--- src/rtl/cpu_pkg.sv ---
// Shared CPU front-end constants and types, used by fetch_unit and decode_unit.
package cpu_pkg;
  localparam int INSTR_W = 16;
  localparam int ADDR_W  = 16;
  localparam logic [INSTR_W-1:0] NOP_INSTR = 16'h0000;

  typedef struct packed {
    logic [ADDR_W-1:0]  pc;
    logic [INSTR_W-1:0] instr;
  } fetch_entry_t;
endpackage

--- src/rtl/fetch_queue.sv ---
// Synchronous FIFO of {pc, instr} entries; DEPTH must be a power of two.
module fetch_queue
  import cpu_pkg::*;
#(
  parameter int DEPTH = 4
) (
  input  logic                   clk_i,
  input  logic                   rst_i,
  input  logic                   flush_i,
  input  logic                   push_i,
  input  logic                   pop_i,
  input  fetch_entry_t           wdata_i,
  output fetch_entry_t           rdata_o,
  output logic                   empty_o,
  output logic [$clog2(DEPTH):0] count_o
);
  localparam int PW = $clog2(DEPTH);

  logic [PW-1:0] wptr_q, rptr_q;
  logic [PW:0]   count_q;
  fetch_entry_t  mem_q [DEPTH];

  always_ff @(posedge clk_i) begin
    if (rst_i || flush_i) begin
      wptr_q  <= '0;
      rptr_q  <= '0;
      count_q <= '0;
    end else begin
      if (push_i) wptr_q <= wptr_q + PW'(1);
      if (pop_i)  rptr_q <= rptr_q + PW'(1);
      unique case ({push_i, pop_i})
        2'b10:   count_q <= count_q + (PW+1)'(1);
        2'b01:   count_q <= count_q - (PW+1)'(1);
        default: count_q <= count_q;
      endcase
    end
  end

  // Storage carries data only; validity is tracked by the pointers above.
  always_ff @(posedge clk_i) begin
    if (push_i) mem_q[wptr_q] <= wdata_i;
  end

  assign rdata_o = mem_q[rptr_q];
  assign empty_o = (count_q == '0);
  assign count_o = count_q;
endmodule

--- src/rtl/fetch_unit.sv ---
// Instruction fetch: sequential PC, one-cycle memory, prefetch queue, branch redirect.
// Optional perf counters enabled by defining FETCH_PERF_CNT_EN.
module fetch_unit
  import cpu_pkg::*;
#(
  parameter logic [ADDR_W-1:0] RESET_PC = 16'h0000,
  parameter int                QDEPTH   = 4
) (
  input  logic               clk,
  input  logic               reset,
  input  logic               stall,
  input  logic               is_branch_taken,
  input  logic [ADDR_W-1:0]  branch_target,
  output logic               imem_req,
  output logic [ADDR_W-1:0]  imem_addr,
  input  logic [INSTR_W-1:0] imem_rdata,
  output logic [INSTR_W-1:0] instr,
  output logic               instr_valid,
  output logic [ADDR_W-1:0]  instr_pc
`ifdef FETCH_PERF_CNT_EN
  ,
  output logic [15:0]        fetch_stall_cnt,
  output logic [15:0]        fetch_flush_cnt
`endif
);
  localparam int CW = $clog2(QDEPTH) + 1;

  logic [ADDR_W-1:0] pc_q, pc_d;
  logic [ADDR_W-1:0] infl_pc_q, infl_pc_d;
  logic              infl_q, infl_d;
  logic [CW-1:0]     q_count, occ;
  logic              q_empty, head_valid, push, pop;
  fetch_entry_t      head, push_entry;

  // Requests are throttled so every in-flight response is guaranteed a slot.
  assign occ       = q_count + CW'(infl_q);
  assign imem_req  = !reset && !is_branch_taken && (occ < CW'(QDEPTH));
  assign imem_addr = pc_q;

  assign head_valid  = !q_empty && !reset;
  assign instr_valid = head_valid;
  assign instr       = head_valid ? head.instr : NOP_INSTR;
  assign instr_pc    = head_valid ? head.pc : '0;

  assign push       = infl_q && !is_branch_taken && !reset;
  assign pop        = head_valid && !stall && !is_branch_taken;
  assign push_entry = '{pc: infl_pc_q, instr: imem_rdata};

  always_comb begin
    pc_d      = pc_q;
    infl_d    = 1'b0;
    infl_pc_d = infl_pc_q;
    if (is_branch_taken) begin
      pc_d = branch_target;
    end else if (imem_req) begin
      pc_d      = pc_q + ADDR_W'(1);
      infl_d    = 1'b1;
      infl_pc_d = pc_q;
    end
  end

  always_ff @(posedge clk) begin
    if (reset) begin
      pc_q   <= RESET_PC;
      infl_q <= 1'b0;
    end else begin
      pc_q   <= pc_d;
      infl_q <= infl_d;
    end
  end

  always_ff @(posedge clk) begin
    infl_pc_q <= infl_pc_d;
  end

  fetch_queue #(.DEPTH(QDEPTH)) u_queue (
    .clk_i   (clk),
    .rst_i   (reset),
    .flush_i (is_branch_taken),
    .push_i  (push),
    .pop_i   (pop),
    .wdata_i (push_entry),
    .rdata_o (head),
    .empty_o (q_empty),
    .count_o (q_count)
  );

`ifdef FETCH_PERF_CNT_EN
  logic [15:0] stall_cnt_q, flush_cnt_q;

  always_ff @(posedge clk) begin
    if (reset) begin
      stall_cnt_q <= '0;
      flush_cnt_q <= '0;
    end else begin
      if (instr_valid && stall && stall_cnt_q != 16'hFFFF)
        stall_cnt_q <= stall_cnt_q + 16'd1;
      if (is_branch_taken && flush_cnt_q != 16'hFFFF)
        flush_cnt_q <= flush_cnt_q + 16'd1;
    end
  end

  assign fetch_stall_cnt = stall_cnt_q;
  assign fetch_flush_cnt = flush_cnt_q;
`endif
endmodule

--- config.mk ---
export PLATFORM = sky130hd
export DESIGN_NAME = fetch_unit
export DESIGN_NICKNAME = d
export VERILOG_FILES = /design/src/rtl/cpu_pkg.sv /design/src/rtl/fetch_queue.sv /design/src/rtl/fetch_unit.sv
export SDC_FILE = /design/constraint.sdc
export NUM_CORES = 1
export LEC_CHECK = 0
export CELL_PAD_IN_SITES_DETAIL_PLACEMENT = 0
export CELL_PAD_IN_SITES_GLOBAL_PLACEMENT = 1
export CORE_MARGIN = 2
export CORE_UTILIZATION = 30
export CTS_BUF_LIST = sky130_fd_sc_hd__clkbuf_8
export CTS_CLUSTER_SIZE = 14
export DETAILED_ROUTE_END_ITERATION = 8
export DONT_BUFFER_PORTS = 1
export GPL_TIMING_DRIVEN = 0
export HOLD_SLACK_MARGIN = 0.1
export MAX_ROUTING_LAYER = met4
export PLACE_DENSITY_LB_ADDON = 0.1
export SLEW_MARGIN = 0
export SYNTH_ARGS = -nofsm -noshare
export SYNTH_HDL_FRONTEND = slang
export SYNTH_SLANG_ARGS = --single-unit
--- constraint.sdc ---
create_clock -name clk -period 3.2 [get_ports clk]
set_input_delay 0.8 -clock clk [delete_from_list [all_inputs] [get_ports clk]]
set_output_delay 0.8 -clock clk [all_outputs]
set_load 0.03 [all_outputs]
Yosys cells after proc, flatten, opt, wreduce, memory -nomap -nowiden
Memory sizes are Yosys's and may differ from the RTL's. A register that Yosys moved wholly into a read port is not among the register bits.
Index checks and enable logic that the tools add are counted.
Word-level totals
  logic and storage cells: 44
  memories: 1
  bits of input ports: 36
  RAM bits: 128
  register bits: 40
  output and inout bits: 50
Operators by class
  multiplexer cells: 10
  add/sub/neg operators: 6
  bitwise gates (word level): 1
  magnitude comparators: 1
  reduce and logical (&&, ||, !) cells: 17
  eq/ne operators: 2
Memory list
  u_queue.mem_q: words 4, bits a word 32, rd ports 1, clocked after memory_dff 1, write ports 1, RTL line fetch_queue.sv:21  | fetch_entry_t mem_q [DEPTH];
Operator list (number)
  $mux 16: 4
  $add 16x1->16 const B: 1
  $logic_and 1x1->1: 7
  $pmux 3 s2: 1
  $add 2x1->2 const B: 2
  $logic_not 1->1: 4
  $mux 2: 2
  $reduce_bool 2->1: 2
  $add 3x1->3: 1
  $add 3x1->3 const B: 1
  $logic_not 3->1: 1
  $lt 3x3->1 const B: 1
  $mux 1: 3
  $sub 3x1->3 const B: 1
  $eq 2x1->1 const B: 1
  $eq 2x2->1 const B: 1
  $reduce_and 2->1: 1
  $reduce_or 2->1: 1
  $logic_or 1x1->1: 1
  $not 1->1: 1

Depth between registers and ports, before layout
Gate-level depths: netlist of run 1.
  word-level depth: 7
  depth in mapped cells: 9
  depth with buffers taken out: 8

By module
A second synthesis of run 1 with hierarchy kept.
Second synthesis, totals
  cells, all modules: 389
  area, all modules: 6797.8 µm²
By module, submodules not included
  fetch_queue: seq. area each 4023.9 µm², times used 1, area each 5092.4 µm², cells an instance 214
  fetch_unit: seq. area each 820.8 µm², times used 1, area each 1705.4 µm², cells an instance 175

Worst setup path before layout of run 1
Ideal clock, no wire load.
  path kind: in2out
  start point: input reset
  end point: output instr[10]
  data required time: 2.400 ns
  data arrival time: 1.987 ns
  path slack: 0.413 ns
  stages on the path: 4
  cell sequence: clkbuf_1 or2_2 clkbuf_1 nor2b_1
On the way
  longest elaborated chain between the ends: 3
RTL lines
  from (decl): RTL line fetch_unit.sv:10  | input logic reset,
  $logic_not 1->1: RTL line fetch_unit.sv:40  | assign head_valid = !q_empty && !reset;
  $logic_and 1x1->1: RTL line fetch_unit.sv:40
  $mux 16: RTL line fetch_unit.sv:42  | assign instr = head_valid ? head.instr : NOP_INSTR;
  to (decl): RTL line fetch_unit.sv:17  | output logic [INSTR_W-1:0] instr,
Every way passes these cells.

Worst setup path after layout of run 1
  start point: input reset
  end point: output instr[14]
Same word-level chain as after synthesis.

==> reports/metrics.cfg, run 1 <==
[run_status]
run_status = complete, no violations

[synth]
ys_seq_area_frac = 0.717
synth-seq-cells = 170
synth_mux_area_frac = 0.118
synth-edff-count = 144
synth_top_family_by_area = multiplexers
synth_common_cells = edfxtp_1, mux4_2, nor2b_1, dfxtp_1, nor2_1
synthXorXnorAreaFrac = 0.0248
synth_top_area_share = 0.640
synth.avg_cell_area_sq_um = 17.6
synth-simple-area-share = 0.0820
synthMostInstantiatedCell = edfxtp_1
ys.flop_type = edfxtp_1
yosysUniqueCellTypes = 41
synth_area_leaders = edfxtp_1, mux4_2, dfxtp_1, nor2b_1, nor2_1
async_flop_share = 0
syn_area_sq_um = 6760
syn_inst = 384
synth_fa_ha_area_frac = 0.0141
synth_top_cell_by_area = edfxtp_1
yosysWarningCount = 0
synth_compound_area_frac = 0.0248
synth_nets = 427

[power]
p_leak_uw = 0.00234
p_per_area_nw_per_um2 = 525
peakVddDrop_mv = 0.264

[sta]
fmax_ghz = 0.322
final.min_clock_period_ns = 3.10
max_slew_margin = 0.519
tns_ns = 0
finClkSkew_ns = 0.0118
rsz0062_at_grt = true
timing.final.crit_share = 0.970
worst_slack_ns = 0.0956
report.final.slew_viol_count = 0
timing.final.hold_violations = 0
tightest_slew_ns = 0.722
setup_viol = 0

[die]
dieWidth_um = 154
coreArea_sq_um = 22000
die_height_um = 154
start_util = 0.308
io_pins = 86
row_count = 54
dieArea_sq_um = 23700

[routing]
avgRoutedWirePerCell_um = 19.6
drt_wl_total_um = 13700
viasPerCell = 4.66
first_pass_iters = 4
drc_errors = 0
vias = 3255
drt-initial-drc-count = 98
ant_nets = 0

[place]
hpwl_um = 9080
post-place-ws_ns = -0.132
place.gp.congestion = 0.734
io_buffers = 0
dp_cells = 668

[worst_setup_path]
start_kind = primary input
crit_path_end_kind = output port
critical_path_class = in2out
worstPathRequired_ns = 2.40
rrSetupSlack_ns = 0.71
worst_ep_arrival_time_ns = 2.30
critPathMaxFanout = 10
worstReg2RegEnd = u_queue.count_o[2]
r2r_start = u_queue.count_o[2]
critPathLaunch = reset
rr_worst_depth = 8
endpoint = instr[14]

[hold_path]
min_path_cells = 0
worst_hold_path_type = in2reg

[grt]
grt_pass1_vias = 3511
grt_antenna_before_repair = 0
grt_max_degree = 31
grt_pass1_wl_um = 20800
grtUsageTotal = 0.123
overflow = 0

[cts]
cts_root_buf = clkbuf_8
clockBufferDepth = 2
cts_tree = done
cts.sinks = 170
ctsHtreeMaxLevel = 4
cts_buffers = 17
hold_buffers = 0
clk_latency_ns = 0.44
clk_pin_slew_ns = 0.10

[final_layout]
final_cells = 699
num_antenna_cells = 0
areaGrowthSynthToFinish_pct = 13.8
layout-drive-gt1-share = 0.284
fin_util = 0.350
num-nets-final = 449

[job]
cap_violations = 0

==> layout by cell type (no fill, tap or decap), types with 7 or more instances in the layout <==
master    count
nor2b_2      24
nor2_1       23
mux4_2       32
dfxtp_1      26
edfxtp_1    144
clkinv_4      8
clkbuf_8     17
inv_1         9
xnor2_1       8
xor2_1        8
a211oi_1     11
nand3_1       7
clkbuf_1     11
nand2_1       9
==> metal layers <==
layer / wire, um / vias up / global-route usage / part of all wire
li1: - / 1533 / - / -
met1: 6290 / 1629 / 0.152 / 0.46
met2: 6560 / 87 / 0.194 / 0.48
met3: 754 / 6 / 0.0428 / 0.055
met4: 110 / 0 / 0.0320 / 0.0080
met5: 0 / - / - / 0
==> critical path, cell delays in order <==
cell and delay, ns:
clkbuf_1 0.24, or2_2 0.49, clkbuf_2 0.35, nor2b_2 0.41
==> flip-flops by register name (all words and copies together), names as in the netlist, named ones only <==
signal           flops
u_queue.mem_q      128
u_queue.wptr_q       2
imem_addr           16
u_queue.rptr_q       2
u_queue.count_o      3
infl_q               1
infl_pc_q           16
==> power breakdown <==
group	switching, uW	internal (uW)	total (uW)
combinational	57.6	39.8	97.4
sequential	69.6	2430	2500
clock	807	629	1440
==> worst min path at each step <==
stage                           endpoint  slack (ns)           from
CTS                  u_queue.mem_q[2][1]        0.40  imem_rdata[1]
detailed placement  u_queue.mem_q[2][29]        0.49  infl_pc_q[13]
finish               u_queue.mem_q[0][3]        0.44  imem_rdata[3]
global placement    u_queue.mem_q[2][27]        0.47  infl_pc_q[11]
floorplan           u_queue.mem_q[0][16]        0.46   infl_pc_q[0]
global route         u_queue.mem_q[2][1]        0.39  imem_rdata[1]
==> logic make-up (layout without fill, tap and decap cells) <==
family          count (synthesis)  count (layout)
flops                         170             170
simple gates                   98              98
mux                            39              39
buf+inv                        29              64
compound gates                 24              24
xor+xnor                       17              17
fa+ha+maj                       7               7
==> cell type report <==
class	instances	area [sq um]
fillers	2054	14300
flip-flops and latches	170	4840
multi-input cells	185	1890
well taps	280	350
clock buffers	17	234
clock inverters	15	143
plain buffers	19	101
repair buffers	4	87.6
inverters	9	33.8
==> what timing repair did <==
action                                 in CTS  in global routing
resized for setup                          38                  6
setup endpoints to repair                  31                 23
setup buffers                               0                  0
endpoints found under the hold margin       0                  0
==> stage by stage <==
stage / power, uW / hold WS (ns) / cell area [sq um]
finish: 4040 / 0.442 / 7690
global route: 4200 / 0.389 / 7690
CTS: 4100 / 0.405 / 7670
detailed placement: 2650 / 0.490 / 7200
global placement: 2650 / 0.473 / 7110
floorplan: 2610 / 0.459 / 6760
Note: power is estimated with default switching activity, not from simulation.
==> inputs of run 2 (changes only) <==
Settings changed: CTS_CLUSTER_DIAMETER set to 30, CTS_CLUSTER_SIZE 14 to 8.
==> results of run 2 <==
Final layout, timing and power as in run 1 (identical DEF).
==> inputs of run 3 (changes only) <==
Clock period 3.2 ns to 3.8 ns, I/O delays scaled along.
==> run 3 against run 2 <==
Compared with the run above:
- largest power group unchanged
- utilization down 0.51 points
- clock skew about the same
- first-iteration DRC count up 21%
- highest routed layer unchanged
- clock power down 16%
- largest cell class unchanged
==> reports/metrics.cfg, run 3 (synthesized netlist as in run 1, its figures left out) <==
[sta]
final.min_clock_period_ns = 3.57
rsz0062_at_grt = false
fmax_ghz = 0.280
tightest_slew_ns = 0.723
setup_viol = 0
tns_ns = 0
worst_slack_ns = 0.234
finClkSkew_ns = 0.0117
timing.final.crit_share = 0.938
report.final.slew_viol_count = 0
max_slew_margin = 0.518
timing.final.hold_violations = 0

[routing]
avgRoutedWirePerCell_um = 19.4
drt-initial-drc-count = 119
drt_wl_total_um = 13600
first_pass_iters = 4
viasPerCell = 4.66
vias = 3259
drc_errors = 0
ant_nets = 0

[final_layout]
num_antenna_cells = 0
seq_area_sq_um = 4840
areaGrowthSynthToFinish_pct = 12.1
final_cells = 700
layout-drive-gt1-share = 0.205
final_cell_mix = edfxtp_1, mux4_2, nor2b_1
num-nets-final = 450
fin_area_sq_um = 7580
largest_reg_flops = 128
final_common_cell = edfxtp_1
top_register = u_queue.mem_q
fillCellCount = 2068
multi_input_area_sq_um = 1790
fin_util = 0.345

[place]
placed_area_sq_um = 7200
hpwl_um = 9080
place.gp.congestion = 0.734
dp_cells = 668
io_buffers = 0
post-place-ws_ns = 0.168

[die]
dieWidth_um = 154
dieArea_sq_um = 23700
io_pins = 86
row_count = 54
coreArea_sq_um = 22000
die_height_um = 154
start_util = 0.308

[cts]
clk_latency_ns = 0.44
clk_pin_slew_ns = 0.09
cts_root_buf = clkbuf_8
cts_buffers = 17
clockBufferDepth = 2
ctsResizeCount = 0
ctsHtreeMaxLevel = 4
hold_buffers = 0
post_cts_buffers = 0
cts.sinks = 170
cts_tree = done

[grt]
overflow = 0
grt_pass1_wl_um = 20600
grt_max_degree = 31
grt_antenna_before_repair = 0
grt_pass1_vias = 3492
grtUsageTotal = 0.122

[worst_setup_path]
worst_ep_arrival_time_ns = 2.62
critPathMaxFanout = 10
critical_path_class = in2out
worstPathRequired_ns = 2.85
crit_path_end_kind = output port
start_kind = primary input

[run_status]
run_status = complete, no violations

[job]
cap_violations = 0

[hold_path]
worst_hold_path_type = reg2reg

[power]
p_leak_uw = 0.00229
peakVddDrop_mv = 0.221
p_per_area_nw_per_um2 = 448

-- run 3: worst max-delay path, cell delays in order --
cell and delay, ns:
clkbuf_1 0.24, or2_2 0.49, clkbuf_1 0.30, nor2b_1 0.63
-- run 3: path summary, 6_finish.rpt --
kind | from | depth (start not counted) | slack [ns] | to
worst max-delay path | reset | 4 | 0.23 | instr_pc[4]
worst min-delay path | infl_pc_q[10] | 0 | 0.51 | u_queue.mem_q[2][26]
worst max register to register | u_queue.count_o[2] | 9 | 1.16 | u_queue.count_o[2]
worst min register to register | infl_pc_q[10] | 0 | 0.51 | u_queue.mem_q[2][26]
-- run 3: per-stage QoR --
stage               total power, uW  hold slack (ns)
finish                         3390            0.511
global route                   3530            0.533
CTS                            3450            0.523
detailed placement             2230            0.490
global placement               2230            0.473
floorplan                      2200            0.459
-- run 3: area by class of cell --
type                       instances  share of cell area
tap                              280              0.0462
buffer                            20              0.0124
inverter                           9             0.00446
timing repair buffer               4              0.0116
sequential                       170               0.639
multi-input combinational        185               0.236
clock buffer                      17              0.0309
clock inverter                    15              0.0188
-- run 3: layer usage --
metal / part of all wire / up-vias / global-route usage / wire [um]
met2: 0.48 / 89 / 0.192 / 6490
met3: 0.061 / 6 / 0.0428 / 828
met5: 0 / - / - / 0
met1: 0.45 / 1631 / 0.151 / 6150
met4: 0.0081 / 0 / 0.0320 / 110
li1: - / 1533 / - / -
-- run 3: power breakdown --
part | leakage, uW | switching, uW | total, uW | internal (uW)
Combinational | 0.000577 | 47.6 | 79.7 | 32.0
Sequential | 0.00152 | 58.4 | 2110 | 2050
Clock | 0.000191 | 676 | 1210 | 530
Total | 0.00229 | 782 | 3390 | 2610
